[src/rtl/dom_pkg.sv]
// dom_pkg: constants and helpers shared by the DOM-indep masked GF(2^N)
// multiplier and its sub-modules.
//   dom_state_e : valid-tracking FSM states for the non-pipelined variant
//   num_pairs   : number of share pairs (i<j), i.e. number of fresh Z words
//   pair_idx    : lexicographic index k of pair (i,j), i<j
//   share_width : bit width of a packed sharing
//   gf_poly     : reduction polynomial (with leading term) used by gf2_mul
package dom_pkg;

  typedef enum logic {
    IDLE   = 1'b0,
    PHASE1 = 1'b1
  } dom_state_e;

  function automatic int num_pairs(input int shares);
    return shares * (shares - 1) / 2;
  endfunction

  // Pairs before row i: sum_{a<i}(shares-1-a) = i*(2*shares-i-1)/2.
  function automatic int pair_idx(input int i, input int j, input int shares);
    return (i * (2 * shares - i - 1)) / 2 + (j - i - 1);
  endfunction

  function automatic int share_width(input int shares, input int n);
    return shares * n;
  endfunction

  // Polynomial-basis reduction polynomials (irreducible).
  function automatic int gf_poly(input int n);
    case (n)
      2:       return 32'h007;  // x^2+x+1
      3:       return 32'h00B;  // x^3+x+1
      4:       return 32'h013;  // x^4+x+1
      5:       return 32'h025;  // x^5+x^2+1
      6:       return 32'h043;  // x^6+x+1
      7:       return 32'h083;  // x^7+x+1
      8:       return 32'h11B;  // x^8+x^4+x^3+x+1
      default: return 32'h007;
    endcase
  endfunction

endpackage

[src/rtl/dom_valid_ctrl.sv]
// dom_valid_ctrl: valid tracking through the multiplier's register stage.
//   PIPELINED=1 : single valid register, ValidxSO = registered ValidxSI
//   PIPELINED=0 : IDLE/PHASE1 FSM, ValidxSO = PHASE1 & ValidxSI (inputs held
//                 two enabled cycles; dropping ValidxSI in PHASE1 aborts)
//   ClkxCI, RstxBI (async, active-low), EnxSI (stage enable), ValidxSI in,
//   ValidxSO out
module dom_valid_ctrl
  import dom_pkg::*;
#(
  parameter bit PIPELINED = 1'b1
) (
  input  logic ClkxCI,
  input  logic RstxBI,
  input  logic EnxSI,
  input  logic ValidxSI,
  output logic ValidxSO
);

  if (PIPELINED) begin : g_pipe
    logic valid_q;

    always_ff @(posedge ClkxCI or negedge RstxBI) begin
      if (!RstxBI)    valid_q <= 1'b0;
      else if (EnxSI) valid_q <= ValidxSI;
    end

    assign ValidxSO = valid_q;
  end else begin : g_fsm
    dom_state_e state_q, state_d;

    always_ff @(posedge ClkxCI or negedge RstxBI) begin
      if (!RstxBI) state_q <= IDLE;
      else         state_q <= state_d;
    end

    // PHASE1 always lasts exactly one enabled cycle, valid or not.
    always_comb begin
      state_d = state_q;
      if (EnxSI) begin
        case (state_q)
          IDLE:    if (ValidxSI) state_d = PHASE1;
          PHASE1:  state_d = IDLE;
          default: state_d = IDLE;
        endcase
      end
    end

    // Gating with the live ValidxSI makes an aborted hold produce nothing.
    always_comb begin
      ValidxSO = (state_q == PHASE1) & ValidxSI;
    end
  end

endmodule

[src/rtl/gf2_mul.sv]
// gf2_mul: combinational GF(2^N) multiplier, polynomial basis, reduction
// polynomial from dom_pkg::gf_poly.
//   a_i, b_i : field operands
//   p_o      : a_i * b_i
module gf2_mul
  import dom_pkg::*;
#(
  parameter int N = 2
) (
  input  logic [N-1:0] a_i,
  input  logic [N-1:0] b_i,
  output logic [N-1:0] p_o
);

  localparam int           POLY    = gf_poly(N);
  localparam logic [N-1:0] POLY_LO = POLY[N-1:0];

  logic [N-1:0] acc;
  logic [N-1:0] sh;

  // Shift-and-add: sh walks through a*x^b reduced on the fly.
  always_comb begin
    acc = '0;
    sh  = a_i;
    for (int b = 0; b < N; b++) begin
      if (b_i[b]) acc = acc ^ sh;
      sh = sh[N-1] ? ({sh[N-2:0], 1'b0} ^ POLY_LO) : {sh[N-2:0], 1'b0};
    end
    p_o = acc;
  end

endmodule

[src/rtl/dom_shared_mul_gf2n.sv]
// dom_shared_mul_gf2n: DOM-indep masked GF(2^N) multiplier, SHARES shares.
//   ClkxCI   : clock, rising edge
//   RstxBI   : asynchronous active-low reset
//   EnxSI    : stage enable, low freezes all registers
//   ValidxSI : input transaction valid
//   _XxDI    : X sharing, share i at [i*N +: N]
//   _YxDI    : Y sharing, same packing
//   _ZxDI    : fresh randomness, pair k at [k*N +: N]
//   ValidxSO : output valid
//   _QxDO    : product sharing, zero when ValidxSO=0
module dom_shared_mul_gf2n
  import dom_pkg::*;
#(
  parameter int N         = 2,
  parameter int SHARES    = 2,
  parameter bit PIPELINED = 1'b1
) (
  input  logic                               ClkxCI,
  input  logic                               RstxBI,
  input  logic                               EnxSI,
  input  logic                               ValidxSI,
  input  logic [share_width(SHARES, N)-1:0]  _XxDI,
  input  logic [share_width(SHARES, N)-1:0]  _YxDI,
  input  logic [num_pairs(SHARES)*N-1:0]     _ZxDI,
  output logic                               ValidxSO,
  output logic [share_width(SHARES, N)-1:0]  _QxDO
);

  localparam int W  = share_width(SHARES, N);
  localparam int PW = SHARES * SHARES * N;

  logic [W-1:0]  x_op, y_op;     // operands of the inner (same-domain) terms
  logic [PW-1:0] prod;           // all x_i*y_j, entry (i,j) at (i*SHARES+j)*N
  logic [PW-1:0] cross_d;        // diagonal entries are constant zero
  logic [PW-1:0] cross_q;
  logic [W-1:0]  q_raw;

  if (PIPELINED) begin : g_xy_reg
    logic [W-1:0] x_q, y_q;

    always_ff @(posedge ClkxCI or negedge RstxBI) begin
      if (!RstxBI) begin
        x_q <= '0;
        y_q <= '0;
      end else if (EnxSI) begin
        x_q <= _XxDI;
        y_q <= _YxDI;
      end
    end

    assign x_op = x_q;
    assign y_op = y_q;
  end else begin : g_xy_comb
    assign x_op = _XxDI;
    assign y_op = _YxDI;
  end

  for (genvar gi = 0; gi < SHARES; gi++) begin : g_row
    for (genvar gj = 0; gj < SHARES; gj++) begin : g_col
      localparam int IDX = gi * SHARES + gj;

      if (gi == gj) begin : g_inner
        gf2_mul #(.N(N)) u_mul (
          .a_i (x_op[gi*N +: N]),
          .b_i (y_op[gi*N +: N]),
          .p_o (prod[IDX*N +: N])
        );
        assign cross_d[IDX*N +: N] = '0;
      end else begin : g_cross
        // Both (i,j) and (j,i) consume the same Z word, so it cancels in
        // the recombined product.
        localparam int K = (gi < gj) ? pair_idx(gi, gj, SHARES)
                                     : pair_idx(gj, gi, SHARES);
        gf2_mul #(.N(N)) u_mul (
          .a_i (_XxDI[gi*N +: N]),
          .b_i (_YxDI[gj*N +: N]),
          .p_o (prod[IDX*N +: N])
        );
        assign cross_d[IDX*N +: N] = prod[IDX*N +: N] ^ _ZxDI[K*N +: N];
      end
    end
  end

  // Cross terms are registered on every enabled edge so no path from Z
  // reaches the outputs combinationally.
  always_ff @(posedge ClkxCI or negedge RstxBI) begin
    if (!RstxBI)    cross_q <= '0;
    else if (EnxSI) cross_q <= cross_d;
  end

  dom_valid_ctrl #(.PIPELINED(PIPELINED)) u_valid (
    .ClkxCI   (ClkxCI),
    .RstxBI   (RstxBI),
    .EnxSI    (EnxSI),
    .ValidxSI (ValidxSI),
    .ValidxSO (ValidxSO)
  );

  // Row i XORs its whole cross_q row; the diagonal entry is always zero.
  always_comb begin
    q_raw = '0;
    for (int i = 0; i < SHARES; i++) begin
      q_raw[i*N +: N] = prod[(i*SHARES+i)*N +: N];
      for (int j = 0; j < SHARES; j++) begin
        q_raw[i*N +: N] = q_raw[i*N +: N] ^ cross_q[(i*SHARES+j)*N +: N];
      end
    end
  end

  assign _QxDO = {W{ValidxSO}} & q_raw;

endmodule
[config.mk]
export PLATFORM = sky130hd
export DESIGN_NAME = dom_shared_mul_gf2n
export DESIGN_NICKNAME = d
export VERILOG_FILES = /design/src/rtl/dom_pkg.sv /design/src/rtl/dom_valid_ctrl.sv /design/src/rtl/gf2_mul.sv /design/src/rtl/dom_shared_mul_gf2n.sv
export SDC_FILE = /design/constraint.sdc
export NUM_CORES = 1
export LEC_CHECK = 0
export BUFFER_PORTS_ARGS = -buffer_cell sky130_fd_sc_hd__buf_4
export CAP_MARGIN = 10
export CORE_UTILIZATION = 55
export DETAILED_ROUTE_END_ITERATION = 6
export PLACE_DENSITY = 0.83
export SYNTH_ARGS = -nofsm -noshare
export SYNTH_HDL_FRONTEND = slang
export SYNTH_SLANG_ARGS = --single-unit
[constraint.sdc]
create_clock -name ClkxCI -period 1.9 [get_ports ClkxCI]
set_input_delay 0 -clock ClkxCI [delete_from_list [all_inputs] [get_ports ClkxCI]]
set_output_delay 0 -clock ClkxCI [all_outputs]
set_load 0.02 [all_outputs]
======== After elaboration in Yosys (flattened, before gate mapping) ========
Cells that the tools add are included.
storage, ports and cells
  register bits after elaboration ......... 13
  latch bits .............................. 0
  RAM bits ................................ 0
  ROM bits ................................ 0
  bits of input ports ..................... 14
  output and inout port bits .............. 5
  memories ................................ 0
cells by class
  add/sub/neg operators ................... 0
  $mul .................................... 0
  divide/modulo/power cells ............... 0
  order comparisons ....................... 0
  equality and inequality tests ........... 0
  shift operators ......................... 0
  multiplexer cells ....................... 12
  bitwise gates (word level) .............. 13
  reduce and logical (&&, ||, !) cells .... 0
operator list
  operator           number
  2-bit two-way mux  12
  2-bit XOR          8
  2-bit NOT          4
  4-bit bitwise AND  1

======== Logic depth before layout (Yosys ltp) ========
Gate-level depths: netlist (run 1).
  depth in word-level cells ............... 6
  mapped depth ............................ 4
  depth with buffers taken out ............ 4

======== By module ========
A second synthesis (run 1) with hierarchy kept.
second synthesis, totals
  cell total of the unflattened synthesis .. 72
  area total of the unflattened synthesis .. 819.5 sq um
by module, submodules not included
  module               times used  cells an instance  area each (sq um)  seq. area each (sq um)
  dom_shared_mul_gf2n  1           42                 554.3              300.3
  gf2_mul              4           7                  56.3               0.0
  dom_valid_ctrl       1           2                  40.0               25.0

======== Worst setup path after synthesis (run 1) ========
No wires, ideal clock.
  kind .................................... register to output
  from .................................... register g_xy_reg.x_q[3]
  to ...................................... output _QxDO[3]
  arrival ................................. 1.338 ns
  setup slack ............................. 0.562 ns
  cell stages (with the launch flop) ...... 5
  buffers on the path ..................... 0
  cells stage by stage .................... dfrtp_1 > mux2_4 > a221oi_2 > xnor2_1 > and2_1
between the ends
  longest elaborated chain between the ends .. 5
RTL lines
  element                                      line                          text
  start: declaration                           dom_shared_mul_gf2n.sv:39     logic [W-1:0] x_q, y_q;
  start signal: assignment                     dom_shared_mul_gf2n.sv:46     x_q <= _XxDI;
  2-bit two-way mux, on equally long branches  gf2_mul.sv:26, gf2_mul.sv:27
  2-bit XOR                                    gf2_mul.sv:26                 if (b_i[b]) acc = acc ^ sh;
  2-bit two-way mux (*)                        gf2_mul.sv:26
  2-bit XOR (*)                                dom_shared_mul_gf2n.sv:105    q_raw[i*N +: N] = q_raw[i*N +: N] ^ cross_q[(i*SHARES+j)*N +: N];
  4-bit bitwise AND (*)                        dom_shared_mul_gf2n.sv:110    assign _QxDO = {W{ValidxSO}} & q_raw;
  end: declaration                             dom_shared_mul_gf2n.sv:26     output logic [share_width(SHARES, N)-1:0] _QxDO
Every way passes the cells marked *; elsewhere a longest branch is shown, timed or not.

======== Worst setup path after layout (run 1) ========
Ends and elaborated chain as after synthesis.

==> results of run 1 <==
stage by stage:
| stage | hold WS [ns] | total power [mW] |
|---|---|---|
| 6_report | 0.0942 | 0.783 |
| 3_5_place_dp | -0.145 | 0.598 |
| 2_1_floorplan | -0.296 | 0.508 |
| 5_1_grt | 0.116 | 0.831 |
| 3_3_place_gp | -0.148 | 0.590 |
| 4_1_cts | 0.00134 | 0.787 |
repair_timing:
action	CTS	global route
gates resized for setup	0	0
hold buffers	9	1
endpoints found under the hold margin	21	1
state kept, by name (all words and copies together), names as in the netlist:
register	count
u_valid.ValidxSO	1
cross_q	4
g_xy_reg.y_q	4
g_xy_reg.x_q	4
layout make-up:
type | count | area share
clock buffer | 4 | 0.0246
tap | 15 | 0.0176
multi-input combinational | 56 | 0.433
timing repair buffer | 28 | 0.220
sequential | 13 | 0.305
per-layer routing:
metal | vias to the layer above | wire length [um]
li1 | 318 | -
met1 | 300 | 698
met2 | 18 | 821
met3 | 2 | 63
met4 | 0 | 12
met5 | - | 0
critical path: stages, from the launching register on:
cell                       delay (ns)
sky130_fd_sc_hd__dfrtp_1         0.42
sky130_fd_sc_hd__mux2_4          0.31
sky130_fd_sc_hd__a221oi_2        0.30
sky130_fd_sc_hd__xnor2_1         0.14
sky130_fd_sc_hd__and2_1          0.13
sky130_fd_sc_hd__buf_4           0.13
worst max path at each step:
stage / to / cells past startpoint / slack (ns) / startpoint
2_1_floorplan: _QxDO[3] / 4 / 0.56 / g_xy_reg.x_q[3]$_DFFE_PN0P_
3_3_place_gp: _QxDO[3] / 5 / 0.52 / g_xy_reg.x_q[3]$_DFFE_PN0P_
3_5_place_dp: _QxDO[3] / 5 / 0.48 / g_xy_reg.x_q[3]$_DFFE_PN0P_
4_1_cts: _QxDO[3] / 5 / 0.17 / g_xy_reg.x_q[3]$_DFFE_PN0P_
5_1_grt: _QxDO[3] / 5 / 0.07 / g_xy_reg.y_q[2]$_DFFE_PN0P_
6_report: _QxDO[3] / 5 / 0.18 / g_xy_reg.x_q[3]$_DFFE_PN0P_
placed cells by master, fill, tap and decap left out, drive strengths merged:
master	netlist	routed
buf	1	18
mux2	14	14
dfrtp	13	13
dlygate4sd3	0	10
nand2	9	9
xnor2	7	7
nor2b	4	4
clkbuf	0	4
nand4bb	3	3
nand3b	3	3
o211ai	3	3
xor2	3	3
and2	2	2
a21oi	2	2
nand3	2	2
and3b	2	2
nor4bb	1	1
a221oi	1	1
power by group through the flow:
| stage | Clock, mW | Combinational (mW) | Sequential, mW |
|---|---|---|---|
| 5_1_grt | 0.191 | 0.284 | 0.356 |
| 3_5_place_dp | 0 | 0.243 | 0.355 |
| 6_report | 0.174 | 0.260 | 0.350 |
| 4_1_cts | 0.179 | 0.258 | 0.349 |
| 2_1_floorplan | 0 | 0.160 | 0.348 |
| 3_3_place_gp | 0 | 0.238 | 0.352 |
cells by family (layout without fill, tap and decap cells):
logic type                Yosys count  after routing
AOI/OAI and AO/OA                   6              6
xor gates and xnor gates           10             10
buffers and inverters               1             32
DFF                                13             13
muxes                              14             14
and+or+nand+nor                    26             26
==> run_results.csv, run 1 <==
group,metric,value,unit
grt,global_route.usage.total,0.234,
placed_design,gpl.final_weighted_congestion,0.716,
die,io_pins,19,
power,seq_power_share,0.447,
finish,areaGrowthSynthToFinish,34.8,%
setup_path,path_max_fanout,5,
die,rows,13,
power,comb_power_share,0.332,
die,core_region_area,1320,um^2
drt,remaining_drc_errors,0,
grt,global_route.usage.met2,0.379,
synth,synth-compound-area-share,0.0600,
timing,grt_setup_unrepaired,"no",
synth,yosys_register_bits,13,
power,switching_share,0.303,
clock_network,clkTransAtPathRegs,0.08,ns
grt,vias_in_the_first_global_route,551,
clock_network,post_cts.repair.setup_buffers,0,
setup_path,reg2reg_from,"u_valid.ValidxSO$_DFFE_PN0P_",
power,internal_cell_power,546,uW
timing,number_of_hold_slack_violations_in_the_final_timing_report,0,
finish,fillCellCount,77,
timing,fin_crit_sh,0.905,
placed_design,port-buffer-count,18,
placed_design,place_area,941,um^2
synth,synth.distinct_cells,17,
grt,met3_usage,0.0500,
die,die_width,39.9,um
drt,drt.antenna.violating_nets,0,
timing,max_slew_margin,0.763,
timing,max_freq,581,MHz
clock_network,cts_made_buffers,3,
power,p_sw,237,uW
power,power.ir.vdd_worst,428,uV
finish,finish.net_count,116,
clock_network,source_to_sink_clock_delay_at_the_later_pin_of_the_worst_skew_pair,0.27,ns
grt,gr-max-usage-layer,"met2",
die,die_h,39.9,um
status,status,"finished, final reports clean",
finish,layout.cell_area.non_filler,1070,um^2
power,clock_power_share,0.222,
synth,netlist_area,792,um^2
synth,synth-async-reset-ratio,1.00,
timing,final.min_clock_period,1.72,ns
setup_path,crit_path_start_kind,"register",
synth,synth_top_area_cell,"sky130_fd_sc_hd__dfrtp_1",
synth,yosys.area_share.adder,0,
synth,synth_commonest_cells,"sky130_fd_sc_hd__dfrtp_1, sky130_fd_sc_hd__mux2_2, sky130_fd_sc_hd__nand2_1",
setup_path,critical_path.reg2reg.endpoint,"u_valid.ValidxSO$_DFFE_PN0P_",
clock_network,tritoncts,"built",
synth,ys_seq_area_frac,0.411,
finish,n_antenna_cell,0,
setup_path,r2r.worst_path.cells,1,
finish,share_of_cells_above_drive_strength_1,0.356,
clock_network,cts_num_sinks,13,
timing,slew_violations,0,
grt,grt_first_pass_wirelength,2.41,mm
finish,register_area,325,um^2
grt,number_of_antenna_violations_at_the_first_check_in_global_routing,0,
finish,fin_util,0.810,
placed_design,place.detailed.instances,102,
grt,m1_gr_usage,0.298,
drt,via_per_inst,5.50,
run,maxCapViolCount,0,
timing,worst_slew_pin_slew,0.350,ns
synth,synth_fp_nets,84,
setup_path,critical_path_sink_type,"primary output",
drt,starting_drt_drc_count,7,
clock_network,cts.path.max_buffers,2,
setup_path,path_class,"register to primary output",
synth,mean_area_per_synthesized_cell,11.3,um^2
drt,dr_total_vias,638,
timing,setup_total_negative_slack,0,ns
power,power-per-cell-area,734,nW/um^2
setup_path,worst-r2r-setup-slack,1.07,ns
timing,post-route-worst-setup-slack,0.180,ns
clock_network,cts_htree_levels,1,
synth,synth_mux_area_frac,0.204,
grt,maximum_number_of_pins_on_one_net_before_global_route_repair,14,
synth,post_synth_xor_area_fraction,0.111,
die,fp.dieArea,1600,um^2
synth,synth_top_family_by_area,"simple AND/OR/NAND/NOR gates",
finish,multi_input_area,462,um^2
setup_path,cp.required,1.90,ns
synth,synth_cells,70,
die,initial_standard_cell_utilization_of_the_core,0.601,
timing,final.setup_skew,0,ns
synth,synthSimpleGateAreaFrac,0.209,
min_path,hold_path_class,"primary input to async pin",
drt,wire_per_inst,13.8,um
synth,main_flop_type_after_synthesis,"sky130_fd_sc_hd__dfrtp_1",
setup_path,arrival,1.72,ns
clock_network,clk_root_buffer_cell,"sky130_fd_sc_hd__clkbuf_4",
timing,setup_violations,0,
drt,first_pass_iters,4,
finish,finalNonFillerCells,116,
synth,ys_warn_count,0,
power,leakagePower,0.459,nW
synth,synth_top_area_frac,0.411,
grt,overflow,0,
synth,synth-edff-count,0,
placed_design,place_worst_setup_slack,0.480,ns
synth,synth_top_cells_by_area,"sky130_fd_sc_hd__dfrtp_1, sky130_fd_sc_hd__mux2_2, sky130_fd_sc_hd__xnor2_1",
drt,routed_wire_length,1.60,mm
No activity file was read; power rests on OpenSTA's default activity.
==> run 2, diff against run 1 <==
--- a/config.mk
+++ b/config.mk
@@ -5,6 +5,7 @@
 export SDC_FILE = /design/constraint.sdc
 export NUM_CORES = 1
 export LEC_CHECK = 0
+export ABC_AREA = 1
 export BUFFER_PORTS_ARGS = -buffer_cell sky130_fd_sc_hd__buf_4
 export CAP_MARGIN = 10
 export CORE_UTILIZATION = 55
==> run_results.csv, run 2 <==
group,metric,value,unit
synth,netlist_area,800,um^2
finish,n_antenna_cell,0,
finish,areaGrowthSynthToFinish,28.8,%
min_path,hold_path_class,"primary input to register",
die,io_pins,19,
finish,finish.net_count,166,
setup_path,critPathSlowestCell,"sky130_fd_sc_hd__dfrtp_1",
finish,finalNonFillerCells,166,
power,internal_cell_power,473,uW
drt,first_pass_iters,4,
drt,wire_per_inst,10.4,um
clock_network,cts.path.max_buffers,2,
setup_path,cp_cell_sequence,"o21ai_0, nand2_1, a21oi_1, nor2_1, buf_4",
synth,synth_top_area_cell,"sky130_fd_sc_hd__dfrtp_1",
clock_network,clk_root_buffer_cell,"sky130_fd_sc_hd__clkbuf_4",
setup_path,cp.required,1.90,ns
die,fp.dieArea,1610,um^2
finish,fin_util,0.772,
die,die_width,40.1,um
clock_network,clkTransAtPathRegs,0.08,ns
placed_design,port-buffer-count,18,
grt,maximum_number_of_pins_on_one_net_before_global_route_repair,16,
setup_path,path_max_fanout,5,
synth,yosys.area_share.adder,0,
drt,dr_total_vias,829,
drt,starting_drt_drc_count,23,
power,clock_power_share,0.246,
power,power.ir.vdd_worst,308,uV
power,power-per-cell-area,676,nW/um^2
clock_network,cts_made_buffers,3,
timing,max_freq,740,MHz
synth,post_synth_xor_area_fraction,0.0219,
synth,ys_warn_count,0,
timing,setup_violations,0,
synth,synth.distinct_cells,10,
grt,vias_in_the_first_global_route,655,
setup_path,max_stage_delay,0.42,ns
clock_network,source_to_sink_clock_delay_at_the_later_pin_of_the_worst_skew_pair,0.28,ns
grt,global_route.usage.total,0.256,
setup_path,critical_path_sink_type,"primary output",
clock_network,cts_repair_resize_count,0,
timing,setup_total_negative_slack,0,ns
run,maxCapViolCount,0,
clock_network,cts_num_sinks,13,
grt,grt_first_pass_wirelength,2.62,mm
synth,mean_area_per_synthesized_cell,6.40,um^2
grt,overflow,0,
finish,largestRegisters,"cross_q x4, g_xy_reg.x_q x4, g_xy_reg.y_q x4",
status,status,"finished, final reports clean",
power,comb_power_share,0.286,
synth,synth_fp_nets,139,
synth,synth_top_family_by_area,"simple AND/OR/NAND/NOR gates",
timing,final.setup_skew,0,ns
grt,number_of_antenna_violations_at_the_first_check_in_global_routing,0,
timing,number_of_hold_slack_violations_in_the_final_timing_report,0,
synth,synth-edff-count,0,
synth,ys_seq_area_frac,0.407,
setup_path,arrival,1.35,ns
synth,synth_cells,125,
synth,yosys_register_bits,13,
setup_path,path_class,"register to primary output",
clock_network,tritoncts,"built",
power,leakagePower,0.582,nW
finish,mostFrequentLayoutCell,"sky130_fd_sc_hd__nand2_1",
power,seq_power_share,0.469,
timing,slew_violations,0,
synth,synth_commonest_cells,"sky130_fd_sc_hd__nand2_1, sky130_fd_sc_hd__inv_1, sky130_fd_sc_hd__nand3_1",
die,core_region_area,1330,um^2
setup_path,top_family_by_delay_on_critical_path,"flip-flops",
placed_design,place.detailed.instances,156,
die,die_h,40.1,um
timing,fin_crit_sh,0.711,
drt,remaining_drc_errors,0,
synth,synth_top_area_frac,0.407,
placed_design,gpl.final_weighted_congestion,0.753,
drt,routed_wire_length,1.73,mm
synth,synth_most_common_cell,"sky130_fd_sc_hd__nand2_1",
synth,synthSimpleGateAreaFrac,0.388,
synth,synth-async-reset-ratio,1.00,
power,power,696,uW
synth,synth_mux_area_frac,0,
timing,worst_slew_pin_slew,0.325,ns
synth,synth-compound-area-share,0.0908,
synth,main_flop_type_after_synthesis,"sky130_fd_sc_hd__dfrtp_1",
setup_path,crit_path_start_kind,"register",
die,initial_standard_cell_utilization_of_the_core,0.599,
clock_network,cts_htree_levels,1,
power,p_sw,223,uW
finish,share_of_cells_above_drive_strength_1,0.139,
power,switching_share,0.321,
drt,via_per_inst,4.99,
timing,grt_setup_unrepaired,"no",
die,rows,13,
drt,drt.antenna.violating_nets,0,
timing,max_slew_margin,0.783,
synth,synth_top_cells_by_area,"sky130_fd_sc_hd__dfrtp_1, sky130_fd_sc_hd__nand2_1, sky130_fd_sc_hd__nand3_1",
timing,final.min_clock_period,1.35,ns
placed_design,hpwlAfterDp,1.25,mm
setup_path,worstPathBufferInverterCount,1,
finish,layout_common_cells,"sky130_fd_sc_hd__nand2_1, sky130_fd_sc_hd__buf_4, sky130_fd_sc_hd__inv_1, sky130_fd_sc_hd__nand3_1, sky130_fd_sc_hd__dfrtp_1",
## run 2: kinds of logic after synthesis
| logic type | count (synthesis) |
|---|---|
| AND/OR/NAND/NOR | 77 |
| XOR/XNOR | 2 |
| AO/OA/AOI/OAI | 14 |
| flip-flops | 13 |
| buffers and inverters | 19 |
## run 2: metrics by stage
| stage | instance area [um^2] | setup slack, ns | hold slack (ns) |
|---|---|---|---|
| after floorplan | 800 | 0.884 | -0.296 |
| after global placement | 943 | 0.925 | -0.154 |
| after detailed placement | 943 | 0.894 | -0.152 |
| after CTS | 1030 | 0.558 | 0.0183 |
| after global routing | 1030 | 0.447 | 0.0313 |
| final | 1030 | 0.548 | 0.0221 |
## run 2: path summary, 6_finish.rpt
check	from	endpoint	slack, ns	depth (start not counted)
max in group asynchronous	RstxBI	g_xy_reg.y_q[1]$_DFFE_PN0P_	1.64	2
worst max-delay path	g_xy_reg.y_q[1]$_DFFE_PN0P_	_QxDO[1]	0.55	5
worst max register to register	g_xy_reg.x_q[0]$_DFFE_PN0P_	g_xy_reg.x_q[0]$_DFFE_PN0P_	1.19	2
worst min register to register	cross_q[2]$_DFFE_PN0P_	cross_q[2]$_DFFE_PN0P_	0.50	2
worst min-delay path	_XxDI[1]	g_xy_reg.x_q[1]$_DFFE_PN0P_	0.02	3
min in group asynchronous	RstxBI	u_valid.ValidxSO$_DFFE_PN0P_	0.10	2
## run 2: timing repair
item | 4_1_cts | 5_1_grt
hold buffers | 6 | 0
endpoints found under the hold margin | 18 | 0
buffers inserted | 0 | 0
## run 2: worst register-to-register path, cell delays in order (launching register included)
cell	delay, ns
sky130_fd_sc_hd__dfrtp_1	0.39
sky130_fd_sc_hd__inv_1	0.10
sky130_fd_sc_hd__o21ai_0	0.10
## run 2: power groups by stage
stage / clock [mW] / sequential, mW / combinational, mW
3_3_place_gp: 0 / 0.330 / 0.183
4_1_cts: 0.173 / 0.326 / 0.199
5_1_grt: 0.183 / 0.329 / 0.228
3_5_place_dp: 0 / 0.331 / 0.187
2_1_floorplan: 0 / 0.328 / 0.116
6_report: 0.171 / 0.326 / 0.199
## run 2: layer usage
layer	track usage	part of all wire
met5	0	0
met4	0.155	0.030
met3	0.0556	0.035
met2	0.407	0.47
met1	0.314	0.47
## run 2: layout make-up
| cell class | count | area, um^2 |
|---|---|---|
| Inverter | 17 | 63.8 |
| Sequential cell | 13 | 325 |
| Clock buffer | 4 | 26.3 |
| Tap cell | 15 | 18.8 |
| Timing Repair Buffer | 24 | 195 |
| Fill cell | 99 | 304 |
| Multi-Input combinational cell | 93 | 400 |
